### src/rtl/jk_pkg.sv
// Shared encodings for the JK target driver: FSM states and {J,K} pair codes.
package jk_pkg;

  typedef enum logic [1:0] {
    ST_IDLE  = 2'd0,
    ST_DRIVE = 2'd1,
    ST_CHECK = 2'd2
  } state_e;

  // {J,K} excitation pairs.
  localparam logic [1:0] JK_HOLD   = 2'b00;
  localparam logic [1:0] JK_RESET  = 2'b01;
  localparam logic [1:0] JK_SET    = 2'b10;
  localparam logic [1:0] JK_TOGGLE = 2'b11;

  // Excitation that moves one flip-flop from q to t on its next clock.
  function automatic logic [1:0] jk_pair(input logic q, input logic t,
                                         input logic use_toggle);
    if (q == t)          return JK_HOLD;
    else if (use_toggle) return JK_TOGGLE;
    else if (t)          return JK_SET;
    else                 return JK_RESET;
  endfunction

endpackage

### src/rtl/jk_excite.sv
// Combinational JK excitation for a WIDTH-bit bank: current Q -> target T.
module jk_excite
  import jk_pkg::*;
#(
  parameter int WIDTH = 4
) (
  input  logic [WIDTH-1:0] q,
  input  logic [WIDTH-1:0] t,
  input  logic             use_toggle,
  output logic [WIDTH-1:0] j,
  output logic [WIDTH-1:0] k
);

  // Per-bit excitation lookup; don't-care positions resolve to 0.
  always_comb begin
    // NOTE: every output gets a default before the loop so no path leaves it unassigned (no latch).
    j = '0;
    k = '0;
    for (int i = 0; i < WIDTH; i++) begin
      {j[i], k[i]} = jk_pair(q[i], t[i], use_toggle);
    end
  end

endmodule

### src/rtl/jk_target_driver.sv
// Drives a negedge JK bank to a requested word, verifies Q and retries a bounded number of times.
module jk_target_driver
  import jk_pkg::*;
#(
  parameter int WIDTH      = 4,
  parameter int MAX_RETRY  = 2,
  parameter int USE_TOGGLE = 0
) (
  input  logic             clk,
  input  logic             rst_n,
  input  logic             tgt_valid,
  input  logic [WIDTH-1:0] tgt_data,
  output logic             tgt_ready,
  input  logic [WIDTH-1:0] q_fb,
  output logic [WIDTH-1:0] j,
  output logic [WIDTH-1:0] k,
  output logic             busy,
  output logic             done,
  output logic             err
);

  localparam logic [2:0] RETRY_LIMIT = 3'(MAX_RETRY);
  localparam logic       TOGGLE_EN   = (USE_TOGGLE != 0);

  state_e           state_q, state_d;
  logic [WIDTH-1:0] tgt_q, tgt_d;
  logic [2:0]       retry_q, retry_d;
  logic [WIDTH-1:0] j_q, j_d, k_q, k_d;
  logic             done_q, done_d, err_q, err_d;

  logic [WIDTH-1:0] ex_t, ex_j, ex_k;

  // One excitation unit serves both the first drive (incoming word) and retries (latched word).
  assign ex_t = (state_q == ST_IDLE) ? tgt_data : tgt_q;

  jk_excite #(.WIDTH(WIDTH)) u_excite (
    .q          (q_fb),
    .t          (ex_t),
    .use_toggle (TOGGLE_EN),
    .j          (ex_j),
    .k          (ex_k)
  );

  assign tgt_ready = (state_q == ST_IDLE);
  assign busy      = (state_q != ST_IDLE);
  assign j         = j_q;
  assign k         = k_q;
  assign done      = done_q;
  assign err       = err_q;

  // Next-state logic: J/K, done and err default to 0 so each is a one-cycle event.
  always_comb begin
    state_d = state_q;
    tgt_d   = tgt_q;
    retry_d = retry_q;
    j_d     = '0;
    k_d     = '0;
    done_d  = 1'b0;
    err_d   = 1'b0;
    case (state_q)
      ST_IDLE: begin
        if (tgt_valid) begin
          tgt_d   = tgt_data;
          retry_d = '0;
          j_d     = ex_j;
          k_d     = ex_k;
          state_d = ST_DRIVE;
        end
      end
      ST_DRIVE: begin
        state_d = ST_CHECK;
      end
      ST_CHECK: begin
        if (q_fb == tgt_q) begin
          done_d  = 1'b1;
          state_d = ST_IDLE;
        end else if (retry_q < RETRY_LIMIT) begin
          retry_d = retry_q + 3'd1;
          j_d     = ex_j;
          k_d     = ex_k;
          state_d = ST_DRIVE;
        end else begin
          err_d   = 1'b1;
          state_d = ST_IDLE;
        end
      end
      default: state_d = ST_IDLE;
    endcase
  end

  // State, target latch, retry counter and output registers.
  always_ff @(posedge clk or negedge rst_n) begin
    if (!rst_n) begin
      state_q <= ST_IDLE;
      tgt_q   <= '0;
      retry_q <= '0;
      j_q     <= '0;
      k_q     <= '0;
      done_q  <= 1'b0;
      err_q   <= 1'b0;
    end else begin
      // NOTE: non-blocking updates make every register see pre-edge values, matching flop behaviour.
      state_q <= state_d;
      tgt_q   <= tgt_d;
      retry_q <= retry_d;
      j_q     <= j_d;
      k_q     <= k_d;
      done_q  <= done_d;
      err_q   <= err_d;
    end
  end

endmodule
### config.mk
export PLATFORM = sky130hd
export DESIGN_NAME = jk_target_driver
export DESIGN_NICKNAME = d
export VERILOG_FILES = /design/src/rtl/jk_pkg.sv /design/src/rtl/jk_excite.sv /design/src/rtl/jk_target_driver.sv
export SDC_FILE = /design/constraint.sdc
export NUM_CORES = 1
export LEC_CHECK = 0
export CAP_MARGIN = 20
export CORE_MARGIN = 2
export CORE_UTILIZATION = 43
export CTS_CLUSTER_DIAMETER = 150
export CTS_CLUSTER_SIZE = 28
export DETAILED_ROUTE_END_ITERATION = 10
export HOLD_SLACK_MARGIN = 0.06
export PLACE_DENSITY_LB_ADDON = 0.08
export SYNTH_ARGS = -nofsm -noshare
export SYNTH_HDL_FRONTEND = slang
export SYNTH_HIERARCHICAL = 1
export SYNTH_SLANG_ARGS = --single-unit
### constraint.sdc
create_clock -name clk -period 1.4 [get_ports clk]
set_input_delay 0.28 -clock clk [delete_from_list [all_inputs] [get_ports clk]]
set_output_delay 0.28 -clock clk [all_outputs]
set_load 0.01 [all_outputs]
* After elaboration in Yosys (flattened, before gate mapping)
Index checks and enable logic that the tools add are counted.
Widths: inputs -> output; s select.
** Word-level totals
- Bits in registers :: 19
- Input port bits :: 11
- Output and inout bits :: 12
- Word-level logic and storage cells :: 54
** Operators by class
- Add/sub/neg operators :: 1
- $lt $le $gt $ge :: 1
- Eq/ne operators :: 10
- Muxes and demuxes :: 30
- Reductions and logical operators :: 5
** Operator list (number)
- $mux 4 :: 7
- $mux 2 :: 9
- $pmux 4 s2 :: 2
- $mux 3 :: 3
- $mux 1 :: 7
- $ne 2x2->1 const B :: 3
- $pmux 2 s3 :: 1
- $pmux 3 s2 :: 1
- $eq 1x1->1 :: 4
- $eq 4x4->1 :: 1
- $reduce_and 4->1 :: 1
- $reduce_bool 2->1 :: 2
- $add 3x1->3 const B :: 1
- $lt 3x2->1 const B :: 1
- $eq 2x1->1 const B :: 1
- $eq 2x2->1 const B :: 1
- $logic_not 2->1 :: 1
- $reduce_and 2->1 :: 1

* Logic depth before layout (Yosys ltp)
- Word-level depth :: 7
- Mapped depth :: 5
- Depth with buffers taken out :: 5

* Modules after synthesis
The synthesis kept the hierarchy.
** Modules (own cells, without submodules)
- jk_target_driver :: times used 1, cells each 59, area an instance 819.5 sq um, seq. area each 475.5 sq um
- jk_excite :: times used 1, cells each 17, area an instance 162.7 sq um, seq. area each 0.0 sq um

* Least setup slack after synthesis
OpenSTA, ideal clock, no wires.
- Path kind :: flip-flop to flip-flop
- Start point :: register state_q[1]
- End point :: register j_q[1] (netlist: j[1])
- Library setup time :: 147 ps
- Data arrival time :: 1556 ps
- Required time :: 1253 ps
- Path slack :: -303 ps
- Stages on the path, launching flop included :: 6
- Buffers on the path :: 0
- Period minus slack after synthesis :: 1703 ps
- Cell sequence :: dfrtp_1 > nor2_1 > mux2_2 > nor2b_4 > a21o_1 > a21boi_0
** On the way
- Longest elaborated chain between the ends :: 7
- Elaborated cells on any way between the ends :: 10
- Those cells by class :: eq/ne (2); mux (7); reduce/logical (1)
** RTL lines
- start: declaration :: line jk_target_driver.sv:25 : state_e state_q, state_d;
- start signal: assignment :: line jk_target_driver.sv:103 : state_q <= state_d;
- $logic_not 2->1 *
- named net tgt_ready :: line jk_target_driver.sv:13 : output logic tgt_ready,
- $mux 4 * :: line jk_target_driver.sv:34 : assign ex_t = (state_q == ST_IDLE) ? tgt_data : tgt_q;
- named net ex_t[1] :: line jk_target_driver.sv:31 : logic [WIDTH-1:0] ex_t, ex_j, ex_k;
- $mux 2 or $eq 1x1->1 (tied branches) :: line jk_pkg.sv:21, jk_pkg.sv:19
- $mux 2 * :: line jk_pkg.sv:19 : if (q == t) return JK_HOLD;
- named net ex_j[1] :: line jk_target_driver.sv:31
- $mux 4 :: line jk_target_driver.sv:77 : end else if (retry_q < RETRY_LIMIT) begin
- $mux 4 :: line jk_target_driver.sv:74 : if (q_fb == tgt_q) begin
- $pmux 4 s2 * :: line jk_target_driver.sv:60 : case (state_q)
- named net j_d[1] :: line jk_target_driver.sv:28 : logic [WIDTH-1:0] j_q, j_d, k_q, k_d;
- end signal: assignment :: line jk_target_driver.sv:106 : j_q <= j_d;
- end: declaration :: line jk_target_driver.sv:28
The timed path passes the listed nets; every way through them passes the cells marked *.
A chain may end at the register's enable or synchronous reset.

* Worst setup path in the final report
- Start point :: register state_q[0]
- End point :: register j_q[2] (netlist: j[2])
** On the way
- Longest elaborated chain between the ends :: 7
- Elaborated cells on any way between the ends :: 10
- Those cells by class :: eq/ne (2); mux (7); reduce/logical (1)
** RTL lines (line)
- $logic_not 2->1 * :: jk_target_driver.sv:34
- $mux 4 * :: jk_target_driver.sv:34
- named net ex_t[2] :: jk_target_driver.sv:31
- $mux 2 or $eq 1x1->1 (tied branches) :: jk_pkg.sv:21, jk_pkg.sv:19
- $mux 2 * :: jk_pkg.sv:19
- named net ex_j[2] :: jk_target_driver.sv:31
- $mux 4 :: jk_target_driver.sv:77
- $mux 4 :: jk_target_driver.sv:74
- $pmux 4 s2 * :: jk_target_driver.sv:60
- named net j_d[2] :: jk_target_driver.sv:28
Marked as above.

==> flow_metrics.tcl <==
set metrics [dict create \
    outcome "finished with violations" \
    violations "setup timing" \
    cts_tree "done" \
    setup_ws_ns -0.126 \
    min_period_ns 1.53 \
    clockBufferDepth 2 \
    final_area_um2 1460 \
    drive_gt1_share_pct 40.8 \
    cts-root-buf "clkbuf_4" \
    worst_ir_drop_vdd_mv 0.988 \
    io_pins 23 \
    period_share_pct 109 \
    fin_hold_ws_ns 0.302 \
    routed_via_density 4.89 \
    timing_hold_violations_final 0 \
    antenna_cells 0 \
    critPathLaunchType "register" \
    die_h_um 51.8 \
    r2r_slack_ns -0.13 \
    grt_max_degree 20 \
    rsz0062_at_grt "true" \
    gr-total-overflow 0 \
    final-setup-viol-count 17 \
    hold_path.class "in2async" \
    h-tree-depth 1 \
    reg2reg_to "j[2]" \
    place_congestion 0.830 \
    crit_start "state_q[0]" \
    synth.most_common_cell "dfrtp_1" \
    synth_commonest_cells "dfrtp_1, a21boi_0, mux2_2, a21o_1, nor2b_4" \
    dp_hpwl_um 1350 \
    placedInstanceArea_um2 1360 \
    synth_area_leaders "dfrtp_1, mux2_2, nor2b_4" \
    fp.dieW_um 51.8 \
    rows 17 \
    wirelength_um 1880 \
    dpl.cell_count 137 \
    area_delta_synth_final_pct 48.2 \
    numCtsBuffers 3 \
    slew_viol_final 0 \
    cp.arrival_ns 1.73 \
    synth_seq_cells 19 \
    dr.pass1.iters 4 \
    critical_path_class "reg2reg" \
    routed-via-count 723 \
    syn_nets 88 \
    fin_skew_ns 0.00761 \
    grt_pass1_wl_um 3190 \
    synth_top_area_share_pct 48.4 \
    route.detailed.drc 0 \
    crit_path_max_fanout 4 \
    dieArea_um2 2680 \
    synthFlopType "dfrtp_1" \
    yosys.area.top_type "dfrtp_1" \
    p_per_area_nw_per_um2 1920 \
    maxCapViolCount 0 \
    yosysSeqAreaShare_pct 48.4 \
    leakage_nw 0.760 \
    drt_iter0_markers 9 \
    max_freq_mhz 656 \
    fin_nets 133 \
    insertion_delay_ns 0.30 \
    synth_async_sr_flop_share_pct 100 \
    syn-cell-area_um2 982 \
    synth_enable_flop_cells 0 \
    yosysWarnings 6 \
    antenna_found_initial 0 \
    clkTransAtPathRegs_ns 0.11 \
    core_um2 2190 \
    grt_usage_pct 16.8 \
    synth_cells 76 \
    start_util_pct 44.8 \
    crit_required_ns 1.61 \
    wire_per_inst_um 12.7 \
    num-fill-cells 183 \
    stdcell_count 148 \
    crit-reg2reg-launch "state_q[0]" \
    avgSynthCellArea_um2 12.9 \
    worst_r2r_path_depth 6 \
    cts.sinks 19 \
    place.port_buffers 22 \
    yosysUniqueCellTypes 22 \
    setup.worst_path.end_class "register" \
    grt_pass1_vias 716 \
    postRouteAntennaNets 0 \
]
kinds of logic (layout without fill, tap and decap cells):
logic type / Yosys count / in the layout / synth area share [%]
fa+ha+maj: 1 / 1 / 1.27
xor+xnor: 4 / 4 / 3.57
compound gates: 17 / 17 / 15.5
mux: 11 / 11 / 12.2
flops: 19 / 19 / 48.4
other cells: 1 / 1 / 0.382
buf+inv: 4 / 48 / 1.91
simple gates: 19 / 19 / 16.7
layer usage:
layer	global-route usage, %	share of wire [%]
met3	2.01	4.1
met5	0	0
met4	9.21	2.6
met1	21.6	46
met2	27.6	47
sequential cells by signal (all words and copies together), names as in the netlist:
| name | count |
|---|---|
| retry_q | 3 |
| state_q | 2 |
| err | 1 |
| done | 1 |
| tgt_q | 4 |
| j | 4 |
| k | 4 |
layout make-up:
cell class	instances	area (um^2)	area share, %
Inverter	1	3.75	0.258
Timing Repair Buffer	43	359	24.7
Sequential cell	19	475	32.7
Multi-Input combinational cell	53	556	38.2
Tap cell	28	35.0	2.41
Clock buffer	4	26.3	1.81
worst max-delay path, stage by stage (launching register included):
cell and delay (ns):
dfrtp_1 0.43, nor2_4 0.15, buf_4 0.15, mux2_4 0.32, nor2b_4 0.13, a21o_1 0.14, a21boi_1 0.12
stage by stage:
stage               power, W  setup TNS [ns]  worst slack, ns  utilization [%]
floorplan            0.00178          -0.370          -0.0922                -
global placement     0.00237           -7.26           -0.480             62.1
detailed placement   0.00240           -7.31           -0.490             62.1
CTS                  0.00274           -1.24           -0.106             65.0
global route         0.00300           -2.47           -0.186             66.4
finish               0.00279           -1.38           -0.126             66.4
layout by cell type, fill, tap and decap left out, drive strengths merged, types with 2 or more instances in the layout:
cell / count
buf: 22
mux2i: 3
nor2b: 7
a32o: 2
clkbuf: 4
dfrtp: 19
nor2: 3
xor2: 4
nand2: 4
a21o: 6
mux2: 8
clkdlybuf4s50: 6
dlygate4sd2: 15
a21boi: 8
report_power, final:
part           switching, W  internal, W  total (W)
registers          0.000127     0.000752   0.000879
clock network      0.000174     0.000111   0.000285
logic              0.000672     0.000955    0.00163
worst max-delay path by stage:
stage,slack [ns],cells after the start,end
after global routing,-0.19,6,j[2]
final,-0.13,6,j[2]
after CTS,-0.11,6,j[2]
after detailed placement,-0.49,4,retry_q[2]
after global placement,-0.48,5,retry_q[0]
after floorplan,-0.09,5,j[1]
what timing repair did:
| item | in CTS | in global routing |
|---|---|---|
| hold buffers | 0 | 0 |
| pin swaps | 2 | 2 |
| setup buffers | 6 | 0 |
| gates cloned | 0 | 1 |
| setup endpoints to repair | 28 | 18 |
| gates resized for setup | 25 | 7 |
Power figures use the tool's default switching activity.
